### config.mk
export PLATFORM = sky130hd
export DESIGN_NAME = vec_wb_diff_queue
export DESIGN_NICKNAME = d
export VERILOG_FILES = /design/src/rtl/vec_wb_diff_queue.sv
export SDC_FILE = /design/constraint.sdc
export NUM_CORES = 2
export LEC_CHECK = 0
export CORE_UTILIZATION = 50
export CTS_BUF_LIST = sky130_fd_sc_hd__clkbuf_8
export DETAILED_ROUTE_END_ITERATION = 8
export GPL_ROUTABILITY_DRIVEN = 0
export GPL_TIMING_DRIVEN = 0
export PLACE_DENSITY = 0.7
export SLEW_MARGIN = 10
export SYNTH_ARGS = -nofsm -noshare
export SYNTH_HDL_FRONTEND = slang
export SYNTH_SLANG_ARGS = --single-unit
### constraint.sdc
create_clock -name clock -period 29.8 [get_ports clock]
set_input_delay 5.96 -clock clock [delete_from_list [all_inputs] [get_ports clock]]
set_output_delay 5.96 -clock clock [all_outputs]
set_load 0.01 [all_outputs]
### src/rtl/vec_wb_diff_queue.sv
// vec_wb_diff_queue
//   Producer side of the vector-writeback difftest event channel. Each cycle it
//   samples up to NPORTS vector register writebacks, compacts the valid ones in
//   ascending port order into a circular queue and drains the queue at one event
//   per cycle into the difftest sink. Writebacks that find no room are dropped
//   and accounted for in a sticky overflow flag and a saturating drop counter.
//
// Parameters
//   NPORTS  writeback ports sampled per cycle (1..4)
//   DEPTH   queue entries, power of two, at least 2*NPORTS
//   ADDR_W  vector register address width
//
// Ports
//   clock         single clock, all state updates on its rising edge
//   reset         synchronous, active-low (0 = reset)
//   wb_valid      per-port writeback valid
//   wb_addr       port i address at [ADDR_W*i +: ADDR_W]
//   wb_data       port i data at [128*i +: 128]; low 64 -> data_0, high 64 -> data_1
//   coreid        hart id, captured when an entry is popped
//   diff_ready    sink can take an event this cycle
//   wb_ready      registered: at least NPORTS free entries (advisory only)
//   diff_enable   one-cycle strobe per emitted event
//   diff_valid    same as diff_enable
//   diff_address  event register address (holds last value between events)
//   diff_data_0   event data low half
//   diff_data_1   event data high half
//   diff_coreid   event hart id
//   overflow      sticky, at least one writeback was dropped
//   drop_cnt      dropped writeback count, saturates at 16'hFFFF

module vec_wb_diff_queue #(
  parameter int NPORTS = 2,
  parameter int DEPTH  = 8,
  parameter int ADDR_W = 8
) (
  input  logic                     clock,
  input  logic                     reset,
  input  logic [NPORTS-1:0]        wb_valid,
  input  logic [NPORTS*ADDR_W-1:0] wb_addr,
  input  logic [NPORTS*128-1:0]    wb_data,
  input  logic [7:0]               coreid,
  input  logic                     diff_ready,
  output logic                     wb_ready,
  output logic                     diff_enable,
  output logic                     diff_valid,
  output logic [ADDR_W-1:0]        diff_address,
  output logic [63:0]              diff_data_0,
  output logic [63:0]              diff_data_1,
  output logic [7:0]               diff_coreid,
  output logic                     overflow,
  output logic [15:0]              drop_cnt
);

  localparam int PTR_W = $clog2(DEPTH);
  localparam int CNT_W = PTR_W + 1;

  localparam logic [CNT_W-1:0] DEPTH_C  = CNT_W'(DEPTH);
  localparam logic [CNT_W-1:0] NPORTS_C = CNT_W'(NPORTS);
  localparam logic [CNT_W-1:0] ONE_C    = CNT_W'(1);

  // Queue storage; contents are don't-care until written, so no reset.
  logic [ADDR_W-1:0] mem_addr [DEPTH];
  logic [127:0]      mem_data [DEPTH];

  logic [PTR_W-1:0] head;
  logic [PTR_W-1:0] tail;
  logic [CNT_W-1:0] count;

  logic             pop;
  logic [CNT_W-1:0] free_slots;
  logic [CNT_W-1:0] pushed;
  logic [CNT_W-1:0] dropped;
  logic [CNT_W-1:0] count_next;
  logic             wb_ready_next;
  logic [16:0]      drop_sum;
  logic [15:0]      drop_next;

  logic [NPORTS-1:0] port_we;
  logic [PTR_W-1:0]  port_idx [NPORTS];

  assign diff_valid = diff_enable;

  // Pop decision, free space and port compaction. The slot freed by a pop in
  // this cycle is counted as free, so a full queue that is draining still
  // accepts one writeback. Ports are walked in ascending order, so when space
  // runs out it is always the highest-numbered valid ports that are dropped.
  always_comb begin
    pop        = (count != '0) && diff_ready;
    free_slots = DEPTH_C - count + (pop ? ONE_C : '0);
    pushed     = '0;
    dropped    = '0;
    port_we    = '0;
    for (int i = 0; i < NPORTS; i++) begin
      port_idx[i] = '0;
      if (wb_valid[i]) begin
        if (pushed < free_slots) begin
          port_we[i]  = 1'b1;
          port_idx[i] = tail + pushed[PTR_W-1:0];
          pushed      = pushed + ONE_C;
        end else begin
          dropped = dropped + ONE_C;
        end
      end
    end
    count_next    = count + pushed - (pop ? ONE_C : '0);
    wb_ready_next = (DEPTH_C - count_next) >= NPORTS_C;
    drop_sum      = {1'b0, drop_cnt} + 17'(dropped);
    drop_next     = drop_sum[16] ? 16'hFFFF : drop_sum[15:0];
  end

  // Entry writes; each accepted port lands in its own compacted slot.
  always_ff @(posedge clock) begin
    for (int i = 0; i < NPORTS; i++) begin
      if (reset && port_we[i]) begin
        mem_addr[port_idx[i]] <= wb_addr[ADDR_W*i +: ADDR_W];
        mem_data[port_idx[i]] <= wb_data[128*i +: 128];
      end
    end
  end

  // Pointers, occupancy, drop accounting and the registered event outputs.
  // The popped entry is read from the old head in the same edge it is
  // removed, so an event always comes out one cycle after the pop decision
  // and never straight from the writeback inputs.
  always_ff @(posedge clock) begin
    if (!reset) begin
      head         <= '0;
      tail         <= '0;
      count        <= '0;
      wb_ready     <= 1'b1;
      diff_enable  <= 1'b0;
      diff_address <= '0;
      diff_data_0  <= '0;
      diff_data_1  <= '0;
      diff_coreid  <= '0;
      overflow     <= 1'b0;
      drop_cnt     <= '0;
    end else begin
      tail        <= tail + pushed[PTR_W-1:0];
      count       <= count_next;
      wb_ready    <= wb_ready_next;
      diff_enable <= pop;
      drop_cnt    <= drop_next;
      if (dropped != '0) begin
        overflow <= 1'b1;
      end
      if (pop) begin
        head         <= head + 1'b1;
        diff_address <= mem_addr[head];
        diff_data_0  <= mem_data[head][63:0];
        diff_data_1  <= mem_data[head][127:64];
        diff_coreid  <= coreid;
      end
    end
  end

endmodule

==> out/results.tsv <==
metric	value	unit
initial core utilization	50.6	%
Crit Path Class	in2reg	
row cnt	130	
Slew Limit Headroom	14.8	%
Leak	29.6	nW
Crit. Startpoint	diff_ready	
number of global-route vias before repair	36500	
largest vdd supply drop	0.0512	mV
Netlist cell types	61	
top_reg_cell synth	edfxtp_1	
HPWL reported at the end of detailed placement	121000	µm
Worst Skew	0.0642	ns
Buffers on Ports	448	
WL per Instance	28.4	µm
max_cap viols	0	
nets@finish	4672	
Placement Setup Slack	17.02	ns
clk root buf	clkbuf_8	
Post-CTS Hold Buffers	0	
Seq/Total Area, Yosys	56.6	%
Clk pin slew, worst setup/hold paths	0.06	ns
Worst Path Max Fanout	10	
Net Count, Synth	3793	
Max Slew Vio Count	0	
startpoint types	input pin	
EDFF count, synth	1088	
latest clock arrival within the worst-skew pair	0.96	ns
pwr/cell area	74.8	nW/µm²
Post-Syn Instances	3487	
core area	126000	µm²
asr flop ratio synth	0	%
I/O pin cnt	449	
initial antenna violation count	39	
RSZ-0062 raised after global routing	no	
# clock sinks	1261	
Critical Path RT	30.43	ns
Layout Cells excl Fill	6222	
Worst EP arrival	12.54	ns
WHS Path Cells	2	
first-pass GRT wire length	253000	µm
width of the die	359	µm
# DRC	0	
largest net degree at the start of global routing	17	
Min-Delay Path Class	reg2reg	
Vias/cell	5.82	
die area	129000	µm²
Detailed Route WL	177000	µm
Routed Antenna Nets	0	
final worst slack	17.88	ns
fin util	60.8	%
outcome	finished clean	
hold worst-path end	diff_coreid[1]$_SDFFE_PN0P_	
R2R Setup Slk	22.49	ns
FMAX	0.0839	GHz
commonest non-fill, non-tap cell in the layout	edfxtp_1	
Avg Cell Area, Syn	18.3	µm²
Final min period	11.92	ns
Synth Warn #	0	
worst hold path startpoint	diff_coreid[1]$_SDFFE_PN0P_	
area growth from synthesis to layout	20.0	%
CTS tree	built	
Clock Path Buffers	3	
Tot GR Track Use	27.1	%
r2r startpoint	count[2]$_SDFF_PN0_	
share of cells above drive strength 1	43.7	%
1st-iter DRT viols	3256	
Placed Instances	5806	
Post-CTS Setup Bufs	0	
post-layout total power	5.73	mW
depth of the CTS H-tree	4	
Critical Path End Type	flop	
total global routing overflow	0	
final setup fails	0	
1st-pass router iterations	5	
Syn Std Cell Area	63800	µm²
cells on worst reg2reg path	27	
synthesized flop and latch total	1261	
routed via count	36200	
worst reg2reg path endpoint	mem_data[0][70]$_DFFE_PP_	
Worst-Margin Slew	1.28	ns
post-cts sizing count	0	
period utilization	40.0	%
final-report hold violation count	0	
die height	359	µm
leading cell types in the layout, fill and taps excluded	edfxtp_1 (1088), mux2_4 (845), clkdlybuf4s50_1 (448), mux4_2 (272), clkbuf_8 (238)	
TritonCTS Buffers	208	
[worst max-delay path by stage]
stage | to | slack (ns) | cells after the start
floorplan | mem_addr[4][0]$_DFFE_PP_ | 7.77 | 8
global placement | mem_data[1][51]$_DFFE_PP_ | -11.08 | 10
detailed placement | mem_data[0][64]$_DFFE_PP_ | 17.02 | 25
CTS | mem_data[0][73]$_DFFE_PP_ | 18.03 | 25
global route | mem_data[0][70]$_DFFE_PP_ | 17.68 | 25
finish | mem_data[0][70]$_DFFE_PP_ | 17.88 | 25
[cell families (layout without fill, tap and decap cells)]
family | after synthesis | count (layout) | synth area share, %
other | 0 | 20 | 0
adders and majority gates | 21 | 21 | 0.447
muxes | 1496 | 1496 | 35.9
and+or+nand+nor | 80 | 80 | 0.647
AOI/OAI and AO/OA | 336 | 336 | 2.97
DFF | 1261 | 1261 | 56.6
buffers and inverters | 279 | 1344 | 3.23
xor gates and xnor gates | 14 | 14 | 0.216
[cell usage after synthesis (2+ instances only)]
cell type,n,area (µm²)
a211oi_1,2,15.0
a21oi_1,159,796
a22o_1,2,17.5
a31oi_1,2,12.5
and2_1,4,25.0
buf_1,20,75.1
buf_2,41,205
buf_6,62,698
buf_8,44,661
clkbuf_1,83,312
dfxtp_1,173,3460
edfxtp_1,1088,32700
fa_1,3,60.1
ha_1,18,225
inv_1,27,101
mux2_1,58,653
mux2_2,185,2080
mux2_4,845,12700
mux2i_1,136,1360
mux4_2,272,6130
nand2_1,31,116
nand3_1,2,10.0
nand4_1,5,31.3
nor2_1,12,45.0
nor2b_1,2,12.5
nor3_1,3,15.0
nor3b_1,3,22.5
nor4_1,3,18.8
o211ai_1,4,30.0
o211ai_4,6,128
o21ai_0,139,696
o31ai_1,4,30.0
o41ai_1,6,52.6
or2_2,3,18.8
or3_1,3,18.8
or4_1,2,15.0
xnor2_1,5,43.8
xor2_1,7,61.3
[metrics by stage]
step,hold slack (ns),setup TNS [ns],cell area [µm²]
finish,0.456,0,76600
detailed placement,0.449,0,72300
global route,0.480,0,76600
global placement,0.444,-9325.85,70400
CTS,0.458,0,76600
floorplan,0.481,0,63800
[critical path, cell delays in order]
cell and delay, ns:
clkdlybuf4s50_1 0.44, o31ai_1 0.12, clkbuf_1 0.81, ha_1 0.33, inv_1 0.05, ha_1 0.19, nor3b_1 0.23, a41oi_2 0.08
buf_6 0.20, or3b_2 0.50, and2_1 0.20, ha_1 0.18, ha_1 0.31, nor3_1 0.40, o211ai_1 0.17, buf_2 0.29
buf_2 0.30, o41ai_2 0.16, buf_4 0.27, buf_2 0.23, buf_6 0.16, buf_4 0.18, buf_4 0.19, buf_2 0.24
buf_2 0.26
[flip-flops by register name, indices dropped and copies added, names as in the netlist]
| signal | cells |
|---|---|
| head | 3 |
| diff_coreid | 8 |
| mem_addr | 64 |
| diff_data_1 | 64 |
| diff_enable | 1 |
| overflow | 1 |
| diff_address | 8 |
| wb_ready | 1 |
| mem_data | 1024 |
| tail | 3 |
| diff_data_0 | 64 |
| count | 4 |
| drop_cnt | 16 |
[cell type report]
cell class	instances	area (µm²)
inverter	27	101
clock inverter	158	968
clock buffer	238	3280
buffer	252	1970
tap	1650	2060
timing repair buffer	669	6350
sequential	1261	36100
multi-input combinational	1947	25700
fill	9193	49400
antenna	20	50.0
[power by group]
group | internal [mW] | switching (mW)
registers | 2.24 | 0.0858
clock network | 0.806 | 0.736
logic | 0.899 | 0.969
[routing by layer]
layer	track usage, %	share of wire [%]	routed length [µm]
met1	35.9	41	72700
met2	44.0	48	85600
met3	6.04	7.5	13300
met4	9.08	2.7	4860
met5	0	0.15	257
Power figures use the tool's default switching activity.
